### src/rtl/axi4lite_reg_slice_if.sv
// AXI4-Lite bundle without bresp/rresp, used on both sides of axi4lite_reg_slice.
// The master modport drives the request channels (AW/W/AR) and the response readies (B/R).
interface axi4lite_reg_slice_if #(
  parameter int ADDR_WIDTH = 32,
  parameter int DATA_WIDTH = 32
);
  logic                      awvalid;
  logic                      awready;
  logic [ADDR_WIDTH-1:0]     awaddr;
  logic [2:0]                awprot;
  logic                      wvalid;
  logic                      wready;
  logic [DATA_WIDTH-1:0]     wdata;
  logic [DATA_WIDTH/8-1:0]   wstrb;
  logic                      bvalid;
  logic                      bready;
  logic                      arvalid;
  logic                      arready;
  logic [ADDR_WIDTH-1:0]     araddr;
  logic [2:0]                arprot;
  logic                      rvalid;
  logic                      rready;
  logic [DATA_WIDTH-1:0]     rdata;

  modport master (
    output awvalid, awaddr, awprot, wvalid, wdata, wstrb, bready,
           arvalid, araddr, arprot, rready,
    input  awready, wready, bvalid, arready, rvalid, rdata
  );

  modport slave (
    input  awvalid, awaddr, awprot, wvalid, wdata, wstrb, bready,
           arvalid, araddr, arprot, rready,
    output awready, wready, bvalid, arready, rvalid, rdata
  );
endinterface

### src/rtl/axi4lite_reg_slice.sv
// AXI4-Lite register slice: a 2-entry skid buffer per channel (AW, W, B, AR, R).
// Define AXI4LITE_REG_SLICE_STATS_EN to add upstream read/write response counters.

module axi4lite_reg_slice_skid #(
  parameter int W = 1
) (
  input  logic         clk,
  input  logic         reset,
  input  logic         src_valid,
  output logic         src_ready,
  input  logic [W-1:0] src_data,
  output logic         snk_valid,
  input  logic         snk_ready,
  output logic [W-1:0] snk_data
);
  logic         out_valid, skid_valid, ready_q;
  logic         out_valid_nx, skid_valid_nx;
  logic [W-1:0] out_data, skid_data;
  logic         in_acc, out_free;

  assign in_acc    = src_valid && ready_q;
  assign out_free  = !out_valid || snk_ready;
  assign src_ready = ready_q;
  assign snk_valid = out_valid;
  assign snk_data  = out_data;

  always_comb begin
    out_valid_nx  = out_valid;
    skid_valid_nx = skid_valid;
    if (out_free) begin
      out_valid_nx  = skid_valid || in_acc;
      skid_valid_nx = skid_valid && in_acc;
    end else if (in_acc) begin
      skid_valid_nx = 1'b1;
    end
  end

  // Ready is a flop of the next skid state, so sink ready never reaches src_ready combinationally.
  always_ff @(posedge clk) begin
    if (reset) begin
      out_valid  <= 1'b0;
      skid_valid <= 1'b0;
      ready_q    <= 1'b0;
    end else begin
      out_valid  <= out_valid_nx;
      skid_valid <= skid_valid_nx;
      ready_q    <= !skid_valid_nx;
    end
  end

  always_ff @(posedge clk) begin
    if (out_free && (skid_valid || in_acc))
      out_data <= skid_valid ? skid_data : src_data;
    if (in_acc && (skid_valid || !out_free))
      skid_data <= src_data;
  end
endmodule

module axi4lite_reg_slice #(
  parameter int         ADDR_WIDTH   = 32,
  parameter int         DATA_WIDTH   = 32,
  parameter logic [4:0] CHANNEL_MASK = 5'b11111
) (
  input  logic                 clk,
  input  logic                 reset,
  axi4lite_reg_slice_if.slave  s_axi,
  axi4lite_reg_slice_if.master m_axi
`ifdef AXI4LITE_REG_SLICE_STATS_EN
  ,
  output logic [31:0]          stat_rd_count,
  output logic [31:0]          stat_wr_count
`endif
);
  localparam int AX_W = ADDR_WIDTH + 3;
  localparam int WD_W = DATA_WIDTH + DATA_WIDTH / 8;

  generate
    if (CHANNEL_MASK[0]) begin : g_aw
      logic [AX_W-1:0] snk;
      axi4lite_reg_slice_skid #(.W(AX_W)) u_skid (
        .clk(clk), .reset(reset),
        .src_valid(s_axi.awvalid), .src_ready(s_axi.awready),
        .src_data({s_axi.awaddr, s_axi.awprot}),
        .snk_valid(m_axi.awvalid), .snk_ready(m_axi.awready), .snk_data(snk)
      );
      assign {m_axi.awaddr, m_axi.awprot} = snk;
    end else begin : g_aw_wire
      assign m_axi.awvalid = s_axi.awvalid;
      assign s_axi.awready = m_axi.awready;
      assign m_axi.awaddr  = s_axi.awaddr;
      assign m_axi.awprot  = s_axi.awprot;
    end

    if (CHANNEL_MASK[1]) begin : g_w
      logic [WD_W-1:0] snk;
      axi4lite_reg_slice_skid #(.W(WD_W)) u_skid (
        .clk(clk), .reset(reset),
        .src_valid(s_axi.wvalid), .src_ready(s_axi.wready),
        .src_data({s_axi.wdata, s_axi.wstrb}),
        .snk_valid(m_axi.wvalid), .snk_ready(m_axi.wready), .snk_data(snk)
      );
      assign {m_axi.wdata, m_axi.wstrb} = snk;
    end else begin : g_w_wire
      assign m_axi.wvalid = s_axi.wvalid;
      assign s_axi.wready = m_axi.wready;
      assign m_axi.wdata  = s_axi.wdata;
      assign m_axi.wstrb  = s_axi.wstrb;
    end

    // B carries no payload; a constant bit keeps the same buffer and synthesizes away.
    if (CHANNEL_MASK[2]) begin : g_b
      logic unused_b;
      axi4lite_reg_slice_skid #(.W(1)) u_skid (
        .clk(clk), .reset(reset),
        .src_valid(m_axi.bvalid), .src_ready(m_axi.bready), .src_data(1'b0),
        .snk_valid(s_axi.bvalid), .snk_ready(s_axi.bready), .snk_data(unused_b)
      );
    end else begin : g_b_wire
      assign s_axi.bvalid = m_axi.bvalid;
      assign m_axi.bready = s_axi.bready;
    end

    if (CHANNEL_MASK[3]) begin : g_ar
      logic [AX_W-1:0] snk;
      axi4lite_reg_slice_skid #(.W(AX_W)) u_skid (
        .clk(clk), .reset(reset),
        .src_valid(s_axi.arvalid), .src_ready(s_axi.arready),
        .src_data({s_axi.araddr, s_axi.arprot}),
        .snk_valid(m_axi.arvalid), .snk_ready(m_axi.arready), .snk_data(snk)
      );
      assign {m_axi.araddr, m_axi.arprot} = snk;
    end else begin : g_ar_wire
      assign m_axi.arvalid = s_axi.arvalid;
      assign s_axi.arready = m_axi.arready;
      assign m_axi.araddr  = s_axi.araddr;
      assign m_axi.arprot  = s_axi.arprot;
    end

    if (CHANNEL_MASK[4]) begin : g_r
      axi4lite_reg_slice_skid #(.W(DATA_WIDTH)) u_skid (
        .clk(clk), .reset(reset),
        .src_valid(m_axi.rvalid), .src_ready(m_axi.rready), .src_data(m_axi.rdata),
        .snk_valid(s_axi.rvalid), .snk_ready(s_axi.rready), .snk_data(s_axi.rdata)
      );
    end else begin : g_r_wire
      assign s_axi.rvalid = m_axi.rvalid;
      assign m_axi.rready = s_axi.rready;
      assign s_axi.rdata  = m_axi.rdata;
    end
  endgenerate

`ifdef AXI4LITE_REG_SLICE_STATS_EN
  always_ff @(posedge clk) begin
    if (reset) begin
      stat_rd_count <= '0;
      stat_wr_count <= '0;
    end else begin
      if (s_axi.rvalid && s_axi.rready) stat_rd_count <= stat_rd_count + 32'd1;
      if (s_axi.bvalid && s_axi.bready) stat_wr_count <= stat_wr_count + 32'd1;
    end
  end
`endif
endmodule
### src/flat_wrapper.sv
// flat-port wrapper written by rule: the top's interface ports become plain ports
module axi4lite_reg_slice_flat 
#(
  parameter int         ADDR_WIDTH   = 32,
  parameter int         DATA_WIDTH   = 32,
  parameter logic [4:0] CHANNEL_MASK = 5'b11111
)
  (clk, reset, s_axi_awvalid, s_axi_awaddr, s_axi_awprot, s_axi_wvalid, s_axi_wdata, s_axi_wstrb, s_axi_bready, s_axi_arvalid, s_axi_araddr, s_axi_arprot, s_axi_rready, s_axi_awready, s_axi_wready, s_axi_bvalid, s_axi_arready, s_axi_rvalid, s_axi_rdata, m_axi_awvalid, m_axi_awaddr, m_axi_awprot, m_axi_wvalid, m_axi_wdata, m_axi_wstrb, m_axi_bready, m_axi_arvalid, m_axi_araddr, m_axi_arprot, m_axi_rready, m_axi_awready, m_axi_wready, m_axi_bvalid, m_axi_arready, m_axi_rvalid, m_axi_rdata);
  axi4lite_reg_slice_if #(.ADDR_WIDTH(ADDR_WIDTH), .DATA_WIDTH(DATA_WIDTH)) s_axi_i ();
  axi4lite_reg_slice_if #(.ADDR_WIDTH(ADDR_WIDTH), .DATA_WIDTH(DATA_WIDTH)) m_axi_i ();
  input  logic clk;
  input  logic reset;
  input wire logic [$bits(s_axi_i.awvalid)-1:0] s_axi_awvalid;
  input wire logic [$bits(s_axi_i.awaddr)-1:0] s_axi_awaddr;
  input wire logic [$bits(s_axi_i.awprot)-1:0] s_axi_awprot;
  input wire logic [$bits(s_axi_i.wvalid)-1:0] s_axi_wvalid;
  input wire logic [$bits(s_axi_i.wdata)-1:0] s_axi_wdata;
  input wire logic [$bits(s_axi_i.wstrb)-1:0] s_axi_wstrb;
  input wire logic [$bits(s_axi_i.bready)-1:0] s_axi_bready;
  input wire logic [$bits(s_axi_i.arvalid)-1:0] s_axi_arvalid;
  input wire logic [$bits(s_axi_i.araddr)-1:0] s_axi_araddr;
  input wire logic [$bits(s_axi_i.arprot)-1:0] s_axi_arprot;
  input wire logic [$bits(s_axi_i.rready)-1:0] s_axi_rready;
  output wire logic [$bits(s_axi_i.awready)-1:0] s_axi_awready;
  output wire logic [$bits(s_axi_i.wready)-1:0] s_axi_wready;
  output wire logic [$bits(s_axi_i.bvalid)-1:0] s_axi_bvalid;
  output wire logic [$bits(s_axi_i.arready)-1:0] s_axi_arready;
  output wire logic [$bits(s_axi_i.rvalid)-1:0] s_axi_rvalid;
  output wire logic [$bits(s_axi_i.rdata)-1:0] s_axi_rdata;
  output wire logic [$bits(m_axi_i.awvalid)-1:0] m_axi_awvalid;
  output wire logic [$bits(m_axi_i.awaddr)-1:0] m_axi_awaddr;
  output wire logic [$bits(m_axi_i.awprot)-1:0] m_axi_awprot;
  output wire logic [$bits(m_axi_i.wvalid)-1:0] m_axi_wvalid;
  output wire logic [$bits(m_axi_i.wdata)-1:0] m_axi_wdata;
  output wire logic [$bits(m_axi_i.wstrb)-1:0] m_axi_wstrb;
  output wire logic [$bits(m_axi_i.bready)-1:0] m_axi_bready;
  output wire logic [$bits(m_axi_i.arvalid)-1:0] m_axi_arvalid;
  output wire logic [$bits(m_axi_i.araddr)-1:0] m_axi_araddr;
  output wire logic [$bits(m_axi_i.arprot)-1:0] m_axi_arprot;
  output wire logic [$bits(m_axi_i.rready)-1:0] m_axi_rready;
  input wire logic [$bits(m_axi_i.awready)-1:0] m_axi_awready;
  input wire logic [$bits(m_axi_i.wready)-1:0] m_axi_wready;
  input wire logic [$bits(m_axi_i.bvalid)-1:0] m_axi_bvalid;
  input wire logic [$bits(m_axi_i.arready)-1:0] m_axi_arready;
  input wire logic [$bits(m_axi_i.rvalid)-1:0] m_axi_rvalid;
  input wire logic [$bits(m_axi_i.rdata)-1:0] m_axi_rdata;
  assign s_axi_i.awvalid = s_axi_awvalid;
  assign s_axi_i.awaddr = s_axi_awaddr;
  assign s_axi_i.awprot = s_axi_awprot;
  assign s_axi_i.wvalid = s_axi_wvalid;
  assign s_axi_i.wdata = s_axi_wdata;
  assign s_axi_i.wstrb = s_axi_wstrb;
  assign s_axi_i.bready = s_axi_bready;
  assign s_axi_i.arvalid = s_axi_arvalid;
  assign s_axi_i.araddr = s_axi_araddr;
  assign s_axi_i.arprot = s_axi_arprot;
  assign s_axi_i.rready = s_axi_rready;
  assign s_axi_awready = s_axi_i.awready;
  assign s_axi_wready = s_axi_i.wready;
  assign s_axi_bvalid = s_axi_i.bvalid;
  assign s_axi_arready = s_axi_i.arready;
  assign s_axi_rvalid = s_axi_i.rvalid;
  assign s_axi_rdata = s_axi_i.rdata;
  assign m_axi_awvalid = m_axi_i.awvalid;
  assign m_axi_awaddr = m_axi_i.awaddr;
  assign m_axi_awprot = m_axi_i.awprot;
  assign m_axi_wvalid = m_axi_i.wvalid;
  assign m_axi_wdata = m_axi_i.wdata;
  assign m_axi_wstrb = m_axi_i.wstrb;
  assign m_axi_bready = m_axi_i.bready;
  assign m_axi_arvalid = m_axi_i.arvalid;
  assign m_axi_araddr = m_axi_i.araddr;
  assign m_axi_arprot = m_axi_i.arprot;
  assign m_axi_rready = m_axi_i.rready;
  assign m_axi_i.awready = m_axi_awready;
  assign m_axi_i.wready = m_axi_wready;
  assign m_axi_i.bvalid = m_axi_bvalid;
  assign m_axi_i.arready = m_axi_arready;
  assign m_axi_i.rvalid = m_axi_rvalid;
  assign m_axi_i.rdata = m_axi_rdata;
  axi4lite_reg_slice #(.ADDR_WIDTH(ADDR_WIDTH), .DATA_WIDTH(DATA_WIDTH), .CHANNEL_MASK(CHANNEL_MASK)) u_core (.clk(clk), .reset(reset), .s_axi(s_axi_i), .m_axi(m_axi_i));
endmodule
### config.mk
export PLATFORM = sky130hd
export DESIGN_NAME = axi4lite_reg_slice_flat
export DESIGN_NICKNAME = d
export VERILOG_FILES = /design/src/rtl/axi4lite_reg_slice_if.sv /design/src/rtl/axi4lite_reg_slice.sv /design/src/flat_wrapper.sv
export SDC_FILE = /design/constraint.sdc
export NUM_CORES = 1
export LEC_CHECK = 0
export BUFFER_PORTS_ARGS = -buffer_cell sky130_fd_sc_hd__buf_2
export CAP_MARGIN = 20
export CORE_ASPECT_RATIO = 0.8
export CORE_MARGIN = 2
export CORE_UTILIZATION = 40
export CTS_CLUSTER_SIZE = 24
export DETAILED_ROUTE_END_ITERATION = 16
export GPL_TIMING_DRIVEN = 1
export PLACE_DENSITY_LB_ADDON = 0.2
export SLEW_MARGIN = 20
export SYNTH_ARGS = -nofsm -noshare
export SYNTH_HDL_FRONTEND = slang
export SYNTH_SLANG_ARGS = --single-unit
export TNS_END_PERCENT = 100
### constraint.sdc
create_clock -name clk -period 4.56 [get_ports clk]
set_input_delay 0.456 -clock clk [delete_from_list [all_inputs] [get_ports clk]]
set_output_delay 0.456 -clock clk [all_outputs]
set_load 0.1 [all_outputs]
==> results.sh, run 1 <==
export IMPL_status="completed"
export IMPL_tns_ns=0
export IMPL_vias_per_cell=4.83
export IMPL_top_layer_used="met4"
export IMPL_clk_pin_slew_ns=0.06
export IMPL_holdPathStages=1
export IMPL_post_dp_cell_area_um2=12600
export IMPL_grt_pass1_vias=5952
export IMPL_worst_pin_slew_ns=1.04
export IMPL_htreeDepth=1
export IMPL_setup_ws_ns=2.37
export IMPL_rrSetupSlack_ns=2.37
export IMPL_grt_max_degree=41
export IMPL_synth_distinct_cells=19
export IMPL_maxCapViolations=0
export IMPL_grt_overflow_total=0
export IMPL_initial_core_util=0.406
export IMPL_drtIter0Drc=389
export IMPL_hold_path_class="in2reg"
export IMPL_worstSetupEndpointType="flip-flop"
export IMPL_skew_ns=0.00963
export IMPL_period_share=0.480
export IMPL_grt_antenna_before_repair=2
export IMPL_routabilityCongestion=0.783
export IMPL_power_leakage_uw=0.00502
export IMPL_yosys_warnings=0
export IMPL_final_common_cell="buf_2"
export IMPL_final_cell_mix="buf_2 (297), edfxtp_1 (276), mux2_2 (137), clkbuf_16 (31), dfxtp_1 (15)"
export IMPL_power_uw=6480
export IMPL_power_density_nw_per_um2=475
export IMPL_root_buffer="clkbuf_16"
export IMPL_worst_hold_startpoint="m_axi_rdata[28]"
export IMPL_finalSetupViolCount=0
export IMPL_clockBufferDepth=3
export IMPL_dr_pass1_iters=6
export IMPL_routed_via_count=5820
export IMPL_dr_wl_met2_um=10100
export IMPL_place_ws_ns=2.13
export IMPL_cp_arrival_ns=2.44
export IMPL_cts_setup_buffers=0
export IMPL_drcViolationCount=0
export IMPL_io_pin_count=298
export IMPL_synth_seq_cells=291
export IMPL_period_minus_slack_ns=2.19
export IMPL_crit_type="reg2reg"
export IMPL_dr_wl_met3_um=2050
export IMPL_slew_headroom=0.305
export IMPL_cts_sinks=291
export IMPL_rows=53
export IMPL_hold_viol_final=0
export IMPL_detail_route_antenna_nets=0
export IMPL_worstPathMaxFanout=40
export IMPL_post_cts_resized=0
export IMPL_final_max_slew_violation_count=0
export IMPL_syn_to_final_growth_pct=28.4
export IMPL_syn_avg_cell_area_um2=21.1
export IMPL_wirelength_met1_um=9630
export IMPL_grt_pass1_wl_um=33700
export IMPL_hold_slack_ns=0.101
export IMPL_clock_latency_ns=0.54
export IMPL_synth_area_um2=10600
export IMPL_track_usage=0.152
export IMPL_hold_end="u_core.g_r.u_skid.skid_data[28]"
export IMPL_synth_fp_nets=654
export IMPL_fin_nets=976
export IMPL_synthCells=504
export IMPL_crit_required_ns=4.81
export IMPL_design_area_um2=13700
export IMPL_max_freq_mhz=457
export IMPL_rsz0062_at_grt="no"
export IMPL_wirelength_um=22300
export IMPL_nFillCells=2103
export IMPL_peakVddDrop_uv=268
export IMPL_core_area_um2=26200
export IMPL_worstReg2RegStart="u_core.g_w.u_skid.skid_valid"
export IMPL_critPathLaunchType="flip-flop"
export IMPL_r2r_end="u_core.g_w.u_skid.snk_data[18]"
export IMPL_die_w_um=186
export IMPL_dpl_hpwl_um=15000
export IMPL_die_area_um2=27900
export IMPL_cts_buffers=30
export IMPL_wl_per_cell_um=18.5
export IMPL_die_h_um=150
export IMPL_yosysSeqAreaShare=0.807
export IMPL_cts_tree="yes"
export IMPL_io_buffers=297
export IMPL_cts_hold_buf=0
export IMPL_reg2regPathDepth=4
export IMPL_drive_above_1_share=0.589
-- Yosys cell counts --
library cell | number | share of area
dfxtp_1 | 15 | 0.028
nand2_1 | 4 | 0.0014
o22ai_1 | 5 | 0.0029
or3b_2 | 2 | 0.0016
mux2_2 | 137 | 0.15
a31oi_1 | 4 | 0.0024
edfxtp_1 | 276 | 0.78
a211oi_1 | 5 | 0.0035
mux2_1 | 1 | 0.0011
a31o_2 | 5 | 0.0041
buf_2 | 8 | 0.0038
buf_6 | 8 | 0.0085
a21boi_0 | 4 | 0.0028
nand2b_1 | 5 | 0.0029
or3b_1 | 3 | 0.0025
inv_1 | 5 | 0.0018
nand3_1 | 5 | 0.0024
a21oi_1 | 10 | 0.0047
buf_4 | 2 | 0.0014
-- metal layers --
| layer | GRT usage | vias up |
|---|---|---|
| met5 | 0 | - |
| met1 | 0.202 | 2877 |
| met3 | 0.0586 | 40 |
| met2 | 0.234 | 229 |
| met4 | 0.0436 | 0 |
| li1 | - | 2674 |
-- flip-flops by register name (all words and copies together) (netlist names), 32 cells and up --
name / count
u_core.g_ar.u_skid.snk_data: 35
u_core.g_w.u_skid.snk_data: 36
u_core.g_aw.u_skid.skid_data: 35
u_core.g_r.u_skid.skid_data: 32
u_core.g_aw.u_skid.snk_data: 35
u_core.g_r.u_skid.snk_data: 32
u_core.g_w.u_skid.skid_data: 36
u_core.g_ar.u_skid.skid_data: 35
-- kinds of logic (layout without fill, tap and decap cells) --
group,Yosys count,after routing,share of synthesized area
simple gates,19,19,0.0108
buf+inv,23,366,0.0154
flops,291,291,0.807
mux,138,138,0.146
compound gates,33,33,0.0205
other cells,0,2,0
-- worst max-delay path by stage --
stage	endpoint	startpoint	cells past startpoint
after global routing	u_core.g_w.u_skid.snk_data[9]	u_core.g_w.u_skid.skid_valid	4
after CTS	u_core.g_w.u_skid.snk_data[29]	u_core.g_w.u_skid.skid_valid	3
after global placement	u_core.g_aw.u_skid.snk_data[12]	u_core.g_aw.u_skid.skid_valid	3
final	u_core.g_w.u_skid.snk_data[18]	u_core.g_w.u_skid.skid_valid	4
after floorplan	u_core.g_w.u_skid.snk_data[0]	u_core.g_w.u_skid.src_ready	2
after detailed placement	u_core.g_w.u_skid.snk_data[27]	u_core.g_w.u_skid.skid_valid	3
-- power breakdown --
| group | total (µW) | leakage, µW | switching (µW) | internal [µW] |
|---|---|---|---|---|
| Clock | 2310 | 0.000454 | 965 | 1340 |
| Sequential | 3120 | 0.00268 | 38.4 | 3080 |
| Combinational | 1060 | 0.00189 | 861 | 202 |
| Total | 6480 | 0.00502 | 1860 | 4620 |
-- final cells by class --
cell class / instances / area [µm²] / share of cell area
antenna: 2 / 5.00 / 0.000366
clock buffer: 42 / 847 / 0.0620
clock inverter: 11 / 78.8 / 0.00577
inverter: 5 / 18.8 / 0.00137
multi-input combinational: 190 / 1980 / 0.145
sequential: 291 / 8590 / 0.629
tap: 357 / 447 / 0.0327
timing repair buffer: 308 / 1700 / 0.124
-- worst max-delay path, stage by stage, from the launching register on --
cell	delay (ns)
dfxtp_1	0.30
buf_4	0.42
inv_1	0.23
a21boi_4	0.68
buf_16	0.24
-- per-stage QoR --
step            util  instances
2_1_floorplan      -        504
3_3_place_gp   0.479       1144
3_5_place_dp   0.480       1145
4_1_cts        0.515       1198
5_1_grt        0.521       1204
6_report       0.521       1206
Note: power is estimated with default switching activity, not from simulation.
==> inputs of run 2 (changes only) <==
==> constraint.sdc (replaced) <==
create_clock -name clk -period 2.1 [get_ports clk]
set_input_delay 0.21 -clock clk [delete_from_list [all_inputs] [get_ports clk]]
set_output_delay 0.21 -clock clk [all_outputs]
set_load 0.1 [all_outputs]
==> run 2 against run 1 <==
  * Clock skew decreased by 0.00055 ns
  * Design area increased by 11%
  * Utilization increased by 5.5 points
  * Clock power increased by 130%
  * Count of clock-buffer cells in the layout decreased by 4
  * Combinational power increased by 130%
  * Die area unchanged
  * Global-route usage increased by 1.4 points
  * Fmax increased by 20%
  * Sequential cell count unchanged
==> results.sh, run 2 (same netlist as run 1, synthesis figures left out) <==
export IMPL_cts_tree="yes"
export IMPL_drtIter0Drc=271
export IMPL_clock_latency_ns=0.54
export IMPL_hold_slack_ns=0.0356
export IMPL_cp_arrival_ns=2.31
export IMPL_detail_route_antenna_nets=0
export IMPL_cts_hold_buf=148
export IMPL_tns_ns=0
export IMPL_core_area_um2=26200
export IMPL_crit_required_ns=2.58
export IMPL_skew_ns=0.00908
export IMPL_track_usage=0.166
export IMPL_grt_max_degree=39
export IMPL_maxCapViolations=0
export IMPL_die_w_um=186
export IMPL_cts_sinks=291
export IMPL_power_clock_fraction=0.363
export IMPL_grt_pass1_vias=6809
export IMPL_vias_per_cell=4.71
export IMPL_finalSetupViolCount=0
export IMPL_worstPathMaxFanout=38
export IMPL_post_cts_resized=0
export IMPL_fin_nets=1127
export IMPL_io_buffers=297
export IMPL_clockBufferDepth=3
export IMPL_power_leakage_uw=0.00565
export IMPL_syn_to_final_growth_pct=41.9
export IMPL_status="completed"
export IMPL_dr_pass1_iters=4
export IMPL_cts_setup_buffers=0
export IMPL_netSwitchingPower_uw=4110
export IMPL_max_freq_mhz=548
export IMPL_hold_path_class="in2reg"
export IMPL_final_common_cell="buf_2"
export IMPL_routabilityCongestion=0.815
export IMPL_worstSetupEndpointType="flip-flop"
export IMPL_final_max_slew_violation_count=0
export IMPL_rows=53
export IMPL_dpl_hpwl_um=15300
export IMPL_htreeDepth=1
export IMPL_switching_share=0.283
export IMPL_wirelength_um=24000
export IMPL_power_density_nw_per_um2=962
export IMPL_drcViolationCount=0
export IMPL_initial_core_util=0.406
export IMPL_wl_per_cell_um=17.7
export IMPL_clk_pin_slew_ns=0.07
export IMPL_grt_overflow_total=0
export IMPL_critPathLaunchType="flip-flop"
export IMPL_hold_viol_final=0
export IMPL_slew_headroom=0.641
export IMPL_seq_power_share=0.466
export IMPL_p_int_uw=10400
export IMPL_num_antenna_cells=0
export IMPL_cts_buffers=29
export IMPL_peakVddDrop_uv=575
export IMPL_rsz0062_at_grt="no"
export IMPL_io_pin_count=298
export IMPL_period_minus_slack_ns=1.83
export IMPL_drive_above_1_share=0.514
export IMPL_routed_via_count=6385
export IMPL_worst_pin_slew_ns=0.542
export IMPL_grt_antenna_before_repair=0
export IMPL_root_buffer="clkbuf_16"
export IMPL_die_area_um2=27900
export IMPL_p_comb_frac=0.171
export IMPL_die_h_um=150
export IMPL_final_cell_mix="buf_2 (297), edfxtp_1 (276), dlygate4sd3_1 (148), mux2_2 (137), clkbuf_16 (29)"
export IMPL_period_share=0.869
export IMPL_crit_type="reg2reg"
export IMPL_grt_pass1_wl_um=36900
-- run 2: cell types whose count changed in the layout (fill, tap and decap cells not counted), sizes merged, moves of 2 or more --
cell / before / now
clkbuf: 42 / 38
bufinv: 1 / 5
clkinv: 9 / 7
buf: 308 / 312
dlygate4sd3: 0 / 148
diode: 2 / 0
-- run 2: area by class of cell --
cell class	count	area (µm²)
Sequential cell	291	8600
Inverter	5	18.8
Tap cell	357	447
Clock buffer	38	759
Multi-Input combinational cell	190	1980
Timing Repair Buffer	460	3090
Clock inverter	15	205
Fill cell	2026	11100
-- run 2: critical path, cell delays in order (launching register included) --
cell and delay, ns:
dfxtp_1 0.34, buf_4 0.44, nand3_1 0.22, o22ai_1 0.20
dlygate4sd3_1 0.56
-- run 2: per-layer routing --
layer	share of wire	wire length, µm	up-vias	global-route usage
met5	0	0	-	0
met2	0.46	11000	240	0.265
met1	0.43	10400	3132	0.217
met3	0.082	1970	51	0.0544
li1	-	-	2962	-
met4	0.028	669	0	0.0504
-- run 2: path summary, 6_finish.rpt --
check / from / end / slack, ns / cells past startpoint
hold reg to reg: u_core.g_b.u_skid.snk_valid / u_core.g_b.u_skid.snk_valid / 0.53 / 2
setup reg to reg: u_core.g_ar.u_skid.skid_valid / u_core.g_ar.u_skid.skid_valid / 0.27 / 4
setup / recovery: u_core.g_ar.u_skid.skid_valid / u_core.g_ar.u_skid.skid_valid / 0.27 / 4
hold / removal: m_axi_bvalid / u_core.g_b.u_skid.snk_valid / 0.04 / 3
-- run 2: per-stage QoR --
stage,utilization,cell area (µm²),instances,power (µW),setup WS (ns)
after floorplan,-,10700,504,8670,0.0415
after global placement,0.483,12700,1155,9130,0.596
after detailed placement,0.483,12700,1155,9170,0.543
after CTS,0.576,15100,1356,14700,0.300
after global routing,0.576,15100,1356,15000,0.136
final,0.576,15100,1356,14500,0.274
-- run 2: power by group through the flow --
stage | logic, µW | clock network, µW | registers [µW]
floorplan | 330 | 0 | 8340
global placement | 2250 | 0 | 6880
detailed placement | 2280 | 0 | 6890
CTS | 2500 | 5390 | 6770
global route | 2580 | 5630 | 6790
finish | 2490 | 5270 | 6770
